$ cat src/rtl/uart_pkg.sv
// Shared types and frame arithmetic for the parameterised UART transmitter.
package uart_pkg;

    // Parity mode of a frame.
    typedef enum logic [1:0] {
        PAR_NONE = 2'd0,
        PAR_ODD  = 2'd1,
        PAR_EVEN = 2'd2
    } parity_e;

    // Transmitter state; also exported on the debug state port.
    typedef enum logic [2:0] {
        ST_IDLE   = 3'd0,
        ST_START  = 3'd1,
        ST_DATA   = 3'd2,
        ST_PARITY = 3'd3,
        ST_STOP   = 3'd4
    } tx_state_e;

    // Every frame opens with exactly one start bit.
    localparam int START_BITS = 1;

    // Number of bit periods in one frame for a given configuration.
    function automatic int frame_bits(input int data_bits, input parity_e par,
                                      input int stop_bits);
        return START_BITS + data_bits + ((par == PAR_NONE) ? 0 : 1) + stop_bits;
    endfunction

endpackage

$ cat src/rtl/uart_tx_fifo.sv
// Synchronous FIFO in front of the transmitter. Pointers carry one extra
// wrap bit so full and empty are told apart without a separate counter.
// Only instantiated when UART_TX_FIFO_EN is defined.
module uart_tx_fifo #(
    parameter int WIDTH = 8,
    parameter int DEPTH = 8
) (
    input  logic             clk_in,
    input  logic             rst_n_in,
    input  logic             push_in,
    input  logic [WIDTH-1:0] wr_data_in,
    input  logic             pop_in,
    output logic [WIDTH-1:0] rd_data_out,
    output logic             full_out,
    output logic             empty_out
);

    localparam int PTR_W = $clog2(DEPTH);

    logic [WIDTH-1:0] mem_q [DEPTH];
    logic [PTR_W:0]   wr_ptr_q, wr_ptr_d;
    logic [PTR_W:0]   rd_ptr_q, rd_ptr_d;
    logic             push_ok;
    logic             pop_ok;

    // Flags, qualified strobes and pointer advance.
    always_comb begin
        empty_out   = (wr_ptr_q == rd_ptr_q);
        full_out    = (wr_ptr_q[PTR_W] != rd_ptr_q[PTR_W]) &&
                      (wr_ptr_q[PTR_W-1:0] == rd_ptr_q[PTR_W-1:0]);
        push_ok     = push_in && !full_out;
        pop_ok      = pop_in && !empty_out;
        wr_ptr_d    = push_ok ? wr_ptr_q + 1'b1 : wr_ptr_q;
        rd_ptr_d    = pop_ok  ? rd_ptr_q + 1'b1 : rd_ptr_q;
        rd_data_out = mem_q[rd_ptr_q[PTR_W-1:0]];
    end

    // Pointer registers; reset empties the FIFO.
    always_ff @(posedge clk_in) begin
        if (!rst_n_in) begin
            wr_ptr_q <= '0;
            rd_ptr_q <= '0;
        end else begin
            wr_ptr_q <= wr_ptr_d;
            rd_ptr_q <= rd_ptr_d;
        end
    end

    // Storage array; contents need no reset because the pointers gate reads.
    always_ff @(posedge clk_in) begin
        if (push_ok) begin
            mem_q[wr_ptr_q[PTR_W-1:0]] <= wr_data_in;
        end
    end

endmodule

$ cat src/rtl/uart_tx_param.sv
// Parameterised UART transmitter: start bit, DATA_BITS data bits LSB first,
// optional parity, STOP_BITS stop bits, each bit held for DIVISOR clocks.
// Handshake: a word is taken on any rising edge with valid_in && ready_out.
// Build option: define UART_TX_FIFO_EN to place a FIFO_DEPTH-deep FIFO in
// front of the transmitter (ready_out then means "FIFO not full").
module uart_tx_param
    import uart_pkg::*;
#(
    parameter int      DIVISOR    = 868,
    parameter int      DATA_BITS  = 8,
    parameter parity_e PARITY     = PAR_NONE,
    parameter int      STOP_BITS  = 1,
    parameter int      FIFO_DEPTH = 8
) (
    input  logic                 clk_in,
    input  logic                 rst_n_in,
    input  logic [DATA_BITS-1:0] val_in,
    input  logic                 valid_in,
    output logic                 ready_out,
    output logic                 data_out,
    output logic                 busy_out,
    output tx_state_e            state_out
);

    localparam int CNT_W = $clog2(DIVISOR);
    localparam int IDX_W = $clog2(DATA_BITS + 1);
    localparam logic [CNT_W-1:0] CNT_LAST  = CNT_W'(DIVISOR - 1);
    localparam logic [IDX_W-1:0] DATA_LAST = IDX_W'(DATA_BITS - 1);
    localparam logic [IDX_W-1:0] STOP_LAST = IDX_W'(STOP_BITS - 1);

    tx_state_e            state_q, state_d;
    logic [CNT_W-1:0]     cnt_q, cnt_d;
    logic [IDX_W-1:0]     idx_q, idx_d;
    logic [DATA_BITS-1:0] shift_q, shift_d;
    logic                 par_q, par_d;
    logic                 line_q, line_d;

    logic                 load;
    logic [DATA_BITS-1:0] load_word;
    logic                 bit_end;

`ifdef UART_TX_FIFO_EN
    logic                 fifo_full;
    logic                 fifo_empty;
    logic [DATA_BITS-1:0] fifo_rd_data;

    // The transmitter pops whenever it is idle and a word is waiting.
    assign load      = (state_q == ST_IDLE) && !fifo_empty;
    assign load_word = fifo_rd_data;
    assign ready_out = !fifo_full;

    uart_tx_fifo #(
        .WIDTH(DATA_BITS),
        .DEPTH(FIFO_DEPTH)
    ) u_fifo (
        .clk_in     (clk_in),
        .rst_n_in   (rst_n_in),
        .push_in    (valid_in && !fifo_full),
        .wr_data_in (val_in),
        .pop_in     (load),
        .rd_data_out(fifo_rd_data),
        .full_out   (fifo_full),
        .empty_out  (fifo_empty)
    );
`else
    // Direct mode: only an idle transmitter accepts a word.
    assign load      = (state_q == ST_IDLE) && valid_in;
    assign load_word = val_in;
    assign ready_out = (state_q == ST_IDLE);

    // FIFO_DEPTH has no effect in this build; referenced so it stays in the interface.
    if (FIFO_DEPTH < 2) begin : g_fifo_depth_unused
    end
`endif

    assign bit_end = (cnt_q == CNT_LAST);

    // State and datapath registers; reset returns the line to idle-high.
    always_ff @(posedge clk_in) begin
        if (!rst_n_in) begin
            state_q <= ST_IDLE;
            cnt_q   <= '0;
            idx_q   <= '0;
            shift_q <= '0;
            par_q   <= 1'b0;
            line_q  <= 1'b1;
        end else begin
            state_q <= state_d;
            cnt_q   <= cnt_d;
            idx_q   <= idx_d;
            shift_q <= shift_d;
            par_q   <= par_d;
            line_q  <= line_d;
        end
    end

    // Next-state logic: each state ends on the last clock of its bit period.
    always_comb begin
        state_d = state_q;
        case (state_q)
            ST_IDLE:   if (load) state_d = ST_START;
            ST_START:  if (bit_end) state_d = ST_DATA;
            ST_DATA:   if (bit_end && (idx_q == DATA_LAST))
                           state_d = (PARITY == PAR_NONE) ? ST_STOP : ST_PARITY;
            ST_PARITY: if (bit_end) state_d = ST_STOP;
            ST_STOP:   if (bit_end && (idx_q == STOP_LAST)) state_d = ST_IDLE;
            default:   state_d = ST_IDLE;
        endcase
    end

    // Bit timer, bit index (data bits, then reused for stop bits) and word capture.
    always_comb begin
        cnt_d   = cnt_q;
        idx_d   = idx_q;
        shift_d = shift_q;
        par_d   = par_q;
        if (state_q == ST_IDLE) begin
            cnt_d = '0;
            idx_d = '0;
        end else begin
            cnt_d = bit_end ? '0 : cnt_q + CNT_W'(1);
            if (bit_end) begin
                if (state_q == ST_DATA) begin
                    idx_d   = (idx_q == DATA_LAST) ? '0 : idx_q + IDX_W'(1);
                    shift_d = shift_q >> 1;
                end else if (state_q == ST_STOP) begin
                    idx_d = (idx_q == STOP_LAST) ? '0 : idx_q + IDX_W'(1);
                end
            end
        end
        // The word and its parity are frozen at load so val_in cannot disturb a frame.
        if (load) begin
            shift_d = load_word;
            par_d   = (PARITY == PAR_ODD) ? ~(^load_word) : (^load_word);
        end
    end

    // Outputs: the serial level is registered from the current state, so the
    // start bit appears one edge after the accept edge.
    always_comb begin
        line_d    = 1'b1;
        case (state_q)
            ST_IDLE:   line_d = 1'b1;
            ST_START:  line_d = 1'b0;
            ST_DATA:   line_d = shift_q[0];
            ST_PARITY: line_d = par_q;
            ST_STOP:   line_d = 1'b1;
            default:   line_d = 1'b1;
        endcase
        data_out  = line_q;
        busy_out  = (state_q != ST_IDLE);
        state_out = state_q;
    end

endmodule

$ cat config.mk
export PLATFORM = sky130hd
export DESIGN_NAME = uart_tx_param
export DESIGN_NICKNAME = d
export VERILOG_FILES = /design/src/rtl/uart_pkg.sv /design/src/rtl/uart_tx_fifo.sv /design/src/rtl/uart_tx_param.sv
export SDC_FILE = /design/constraint.sdc
export NUM_CORES = 1
export LEC_CHECK = 0
export BUFFER_PORTS_ARGS = -buffer_cell sky130_fd_sc_hd__buf_2
export CAP_MARGIN = 15
export CORE_UTILIZATION = 53
export CTS_BUF_LIST = sky130_fd_sc_hd__clkbuf_4 sky130_fd_sc_hd__clkbuf_8
export DETAILED_ROUTE_END_ITERATION = 6
export GPL_TIMING_DRIVEN = 0
export PLACE_DENSITY = 0.83
export SYNTH_ARGS = -nofsm -noshare
export SYNTH_HDL_FRONTEND = slang
export SYNTH_SLANG_ARGS = --single-unit
$ cat constraint.sdc
create_clock -name clk_in -period 1.5 [get_ports clk_in]
set_input_delay 0.15 -clock clk_in [delete_from_list [all_inputs] [get_ports clk_in]]
set_output_delay 0.15 -clock clk_in [all_outputs]
set_load 0.1 [all_outputs]
==> flow_metrics.py <==
metrics = {
    "cts": {
        "clk_latency_ps": 320,
        "ctsHoldBuffers": 0,
        "htreeDepth": 1,
        "clockBufferDepth": 2,
        "numClockSinks": 27,
        "cts-root-buf": "clkbuf_4",
        "cts_tree": "built",
        "cts-buffers-inserted": 3,
        "clkTransAtPathRegs_ps": 160,
    },
    "global_routing": {
        "grt_overflow": 0,
        "grt_max_degree": 16,
        "grt_pass1_wl_um": 4490,
        "grt.total_usage": 0.215,
        "grt_pass1_vias": 1077,
        "antenna_found_initial": 0,
    },
    "worst_setup_path": {
        "required_ps": 1350,
        "cp_max_fo": 6,
        "worstSetupPathType": "register to primary output",
        "worst_setup_path_end_kind": "primary output",
        "worstReg2RegEnd": "state_out[2]$_SDFFE_PN0P_",
        "worstPathArrival_ps": 1400,
        "reg2reg_slack_ps": 20,
        "regToRegStartpoint": "idx_q[0]$_SDFFE_PP0P_",
        "worst_r2r_path_depth": 5,
        "cp-start-kind": "register",
    },
    "power": {
        "p_leak_nw": 0.719,
        "p_int_mw": 1.01,
        "pwr-share-comb": 0.278,
        "irDropWorstVdd_mv": 0.748,
        "power-per-cell-area_nw_per_um2": 863,
        "p_sw_mw": 0.514,
        "seqPwrFrac": 0.511,
        "switching_share": 0.337,
        "clockPowerShare": 0.211,
    },
    "synthesis": {
        "synth-edff-count": 0,
        "yosysSeqAreaShare": 0.391,
        "synth_seq_cells": 27,
        "synth.most_common_cell": "dfxtp_1",
        "async_reset_ff_frac": 0,
        "syn_avg_cell_area_um2": 8.86,
        "yosysTopAreaCell": "dfxtp_1",
        "synth.top_cells.by_area": "dfxtp_1, xnor2_1, mux2i_1, a21oi_1, nor2_1",
        "synth_top_area_frac": 0.391,
        "synth_ff_type": "dfxtp_1",
        "synth_common_cells": "dfxtp_1, nor2_1, nand2_1",
        "synth_cell_types": 40,
        "yosysWarnings": 0,
        "synth_nets": 170,
        "synth_area_um2": 1380,
        "syn_inst": 156,
    },
    "floorplanning": {
        "die_area_um2": 2820,
        "rows": 18,
        "core_area_um2": 2480,
        "initial_core_util": 0.558,
        "ios": 17,
        "chipWidth_um": 53.1,
        "fp.dieH_um": 53.1,
    },
    "sta": {
        "final.period_utilization": 1.04,
        "fin_skew_ps": 9.06,
        "slew_viol_final": 0,
        "rsz0062_at_grt": "true",
        "finalWorstSetupSlack_ps": -54.6,
        "finalSetupViolCount": 1,
        "holdWs_ps": 73.9,
        "layout_min_cycle_time_ps": 1550,
        "max_slew_margin": 0.675,
        "tightest_slew_ps": 490,
        "max_freq_ghz": 0.643,
        "hold_violations": 0,
    },
    "routing": {
        "drt-total-wl_um": 3030,
        "ant_nets": 0,
        "drcViolationCount": 0,
        "drt_iter0_drc": 28,
        "vias": 1224,
        "wl_per_cell_um": 14.0,
        "firstDrtPassIters": 4,
        "viasPerCell": 5.64,
    },
    "hold_path": {
        "hold-path-endpoint": "shift_q[7]$_SDFFE_PN0P_",
        "hp-start": "val_in[7]",
        "hp-class": "primary input to register",
        "whs_path_depth": 3,
    },
    "finish": {
        "multiInputGateArea_um2": 902,
        "drive_gt1_frac": 0.353,
        "utilization": 0.714,
        "stdcell_count": 217,
        "antenna_cells": 0,
        "area_growth_pct": 28.0,
        "final_nets": 202,
        "seq_area_um2": 566,
        "nFillCells": 162,
        "final_cell_area_um2": 1770,
    },
    "placement": {
        "dpl_worst_slack_ps": -211,
        "globalplace.congestion": 0.748,
        "dpl-instance-area_um2": 1530,
        "post-dp-hpwl_um": 1960,
        "placed_cells_incl_taps": 202,
        "port_buffers": 16,
    },
    "run_status": {
        "violations": "setup timing",
        "status": "finished with violations",
    },
    "flow_run": {
        "drv_cap": 0,
    },
}
-- logic make-up after synthesis --
| logic type | synth area share |
|---|---|
| AOI/OAI and AO/OA | 0.119 |
| muxes | 0.0805 |
| xor gates and xnor gates | 0.101 |
| adders and majority gates | 0.0272 |
| DFF | 0.391 |
| buffers and inverters | 0.0281 |
| and+or+nand+nor | 0.252 |
-- worst max-delay path by stage --
| stage | start | to | cells after the start |
|---|---|---|---|
| floorplan | state_out[1]$_SDFFE_PN0P_ | busy_out | 3 |
| global placement | cnt_q[0]$_SDFF_PP0_ | idx_q[3]$_SDFFE_PP0P_ | 6 |
| detailed placement | cnt_q[0]$_SDFF_PP0_ | idx_q[3]$_SDFFE_PP0P_ | 6 |
| CTS | state_out[0]$_SDFFE_PN0P_ | busy_out | 3 |
| global route | state_out[1]$_SDFFE_PN0P_ | busy_out | 3 |
| finish | state_out[1]$_SDFFE_PN0P_ | busy_out | 3 |
-- repair_timing --
item	in CTS	in global routing
endpoints found under the setup margin	27	15
gates cloned	0	0
gates resized for setup	19	22
pin swaps	2	8
setup buffers	8	5
hold endpoints to repair	0	0
-- worst max-delay path, stage by stage (launching register included) --
cell and delay (ps):
dfxtp_4 400, nor3_4 330, clkinvlp_4 170, buf_12 180
-- routing by layer --
layer,vias to the layer above,track usage,part of all wire
met5,-,0,0
met4,0,0.0789,0.021
met3,8,0.0259,0.021
met2,21,0.373,0.51
met1,582,0.270,0.45
li1,613,-,-
-- power by group through the flow --
| stage | clock, mW | sequential (mW) | combinational, mW |
|---|---|---|---|
| after floorplan | 0 | 0.847 | 0.218 |
| after global placement | 0 | 0.795 | 0.329 |
| after detailed placement | 0 | 0.798 | 0.335 |
| after CTS | 0.324 | 0.783 | 0.388 |
| after global routing | 0.349 | 0.785 | 0.454 |
| final | 0.322 | 0.780 | 0.425 |
-- registers in the layout (all words and copies together), names as in the netlist --
register	count
idx_q	4
state_out	3
data_out	1
shift_q	8
cnt_q	10
par_q	1
-- layout by cell type (no fill, tap or decap), types with 5 or more instances in the layout --
cell type  netlist  layout
dfxtp_4          0       5
dfxtp_1         27      17
nand3_1         10       9
o21ai_0         10       7
dfxtp_2          0       5
xnor2_1         12      12
nor2_1          15      14
buf_2            1      14
nand2_1         13      11
a21oi_1         12      11
buf_4            1      14
mux2i_1         10      10
-- final cells by class --
cell class | count | area share
Tap cell | 30 | 0.0212
Clock inverter | 1 | 0.00283
Clock buffer | 3 | 0.0127
Timing Repair Buffer | 29 | 0.115
Inverter | 5 | 0.0127
Multi-Input combinational cell | 120 | 0.510
Buffer | 2 | 0.00636
Sequential cell | 27 | 0.320
-- stage by stage --
stage	power, mW	TNS, ps
CTS	1.50	-65.3
floorplan	1.06	-15860
finish	1.53	-54.6
global route	1.59	-302
global placement	1.12	-2500
detailed placement	1.13	-2990
(Power assumes the default switching activity.)
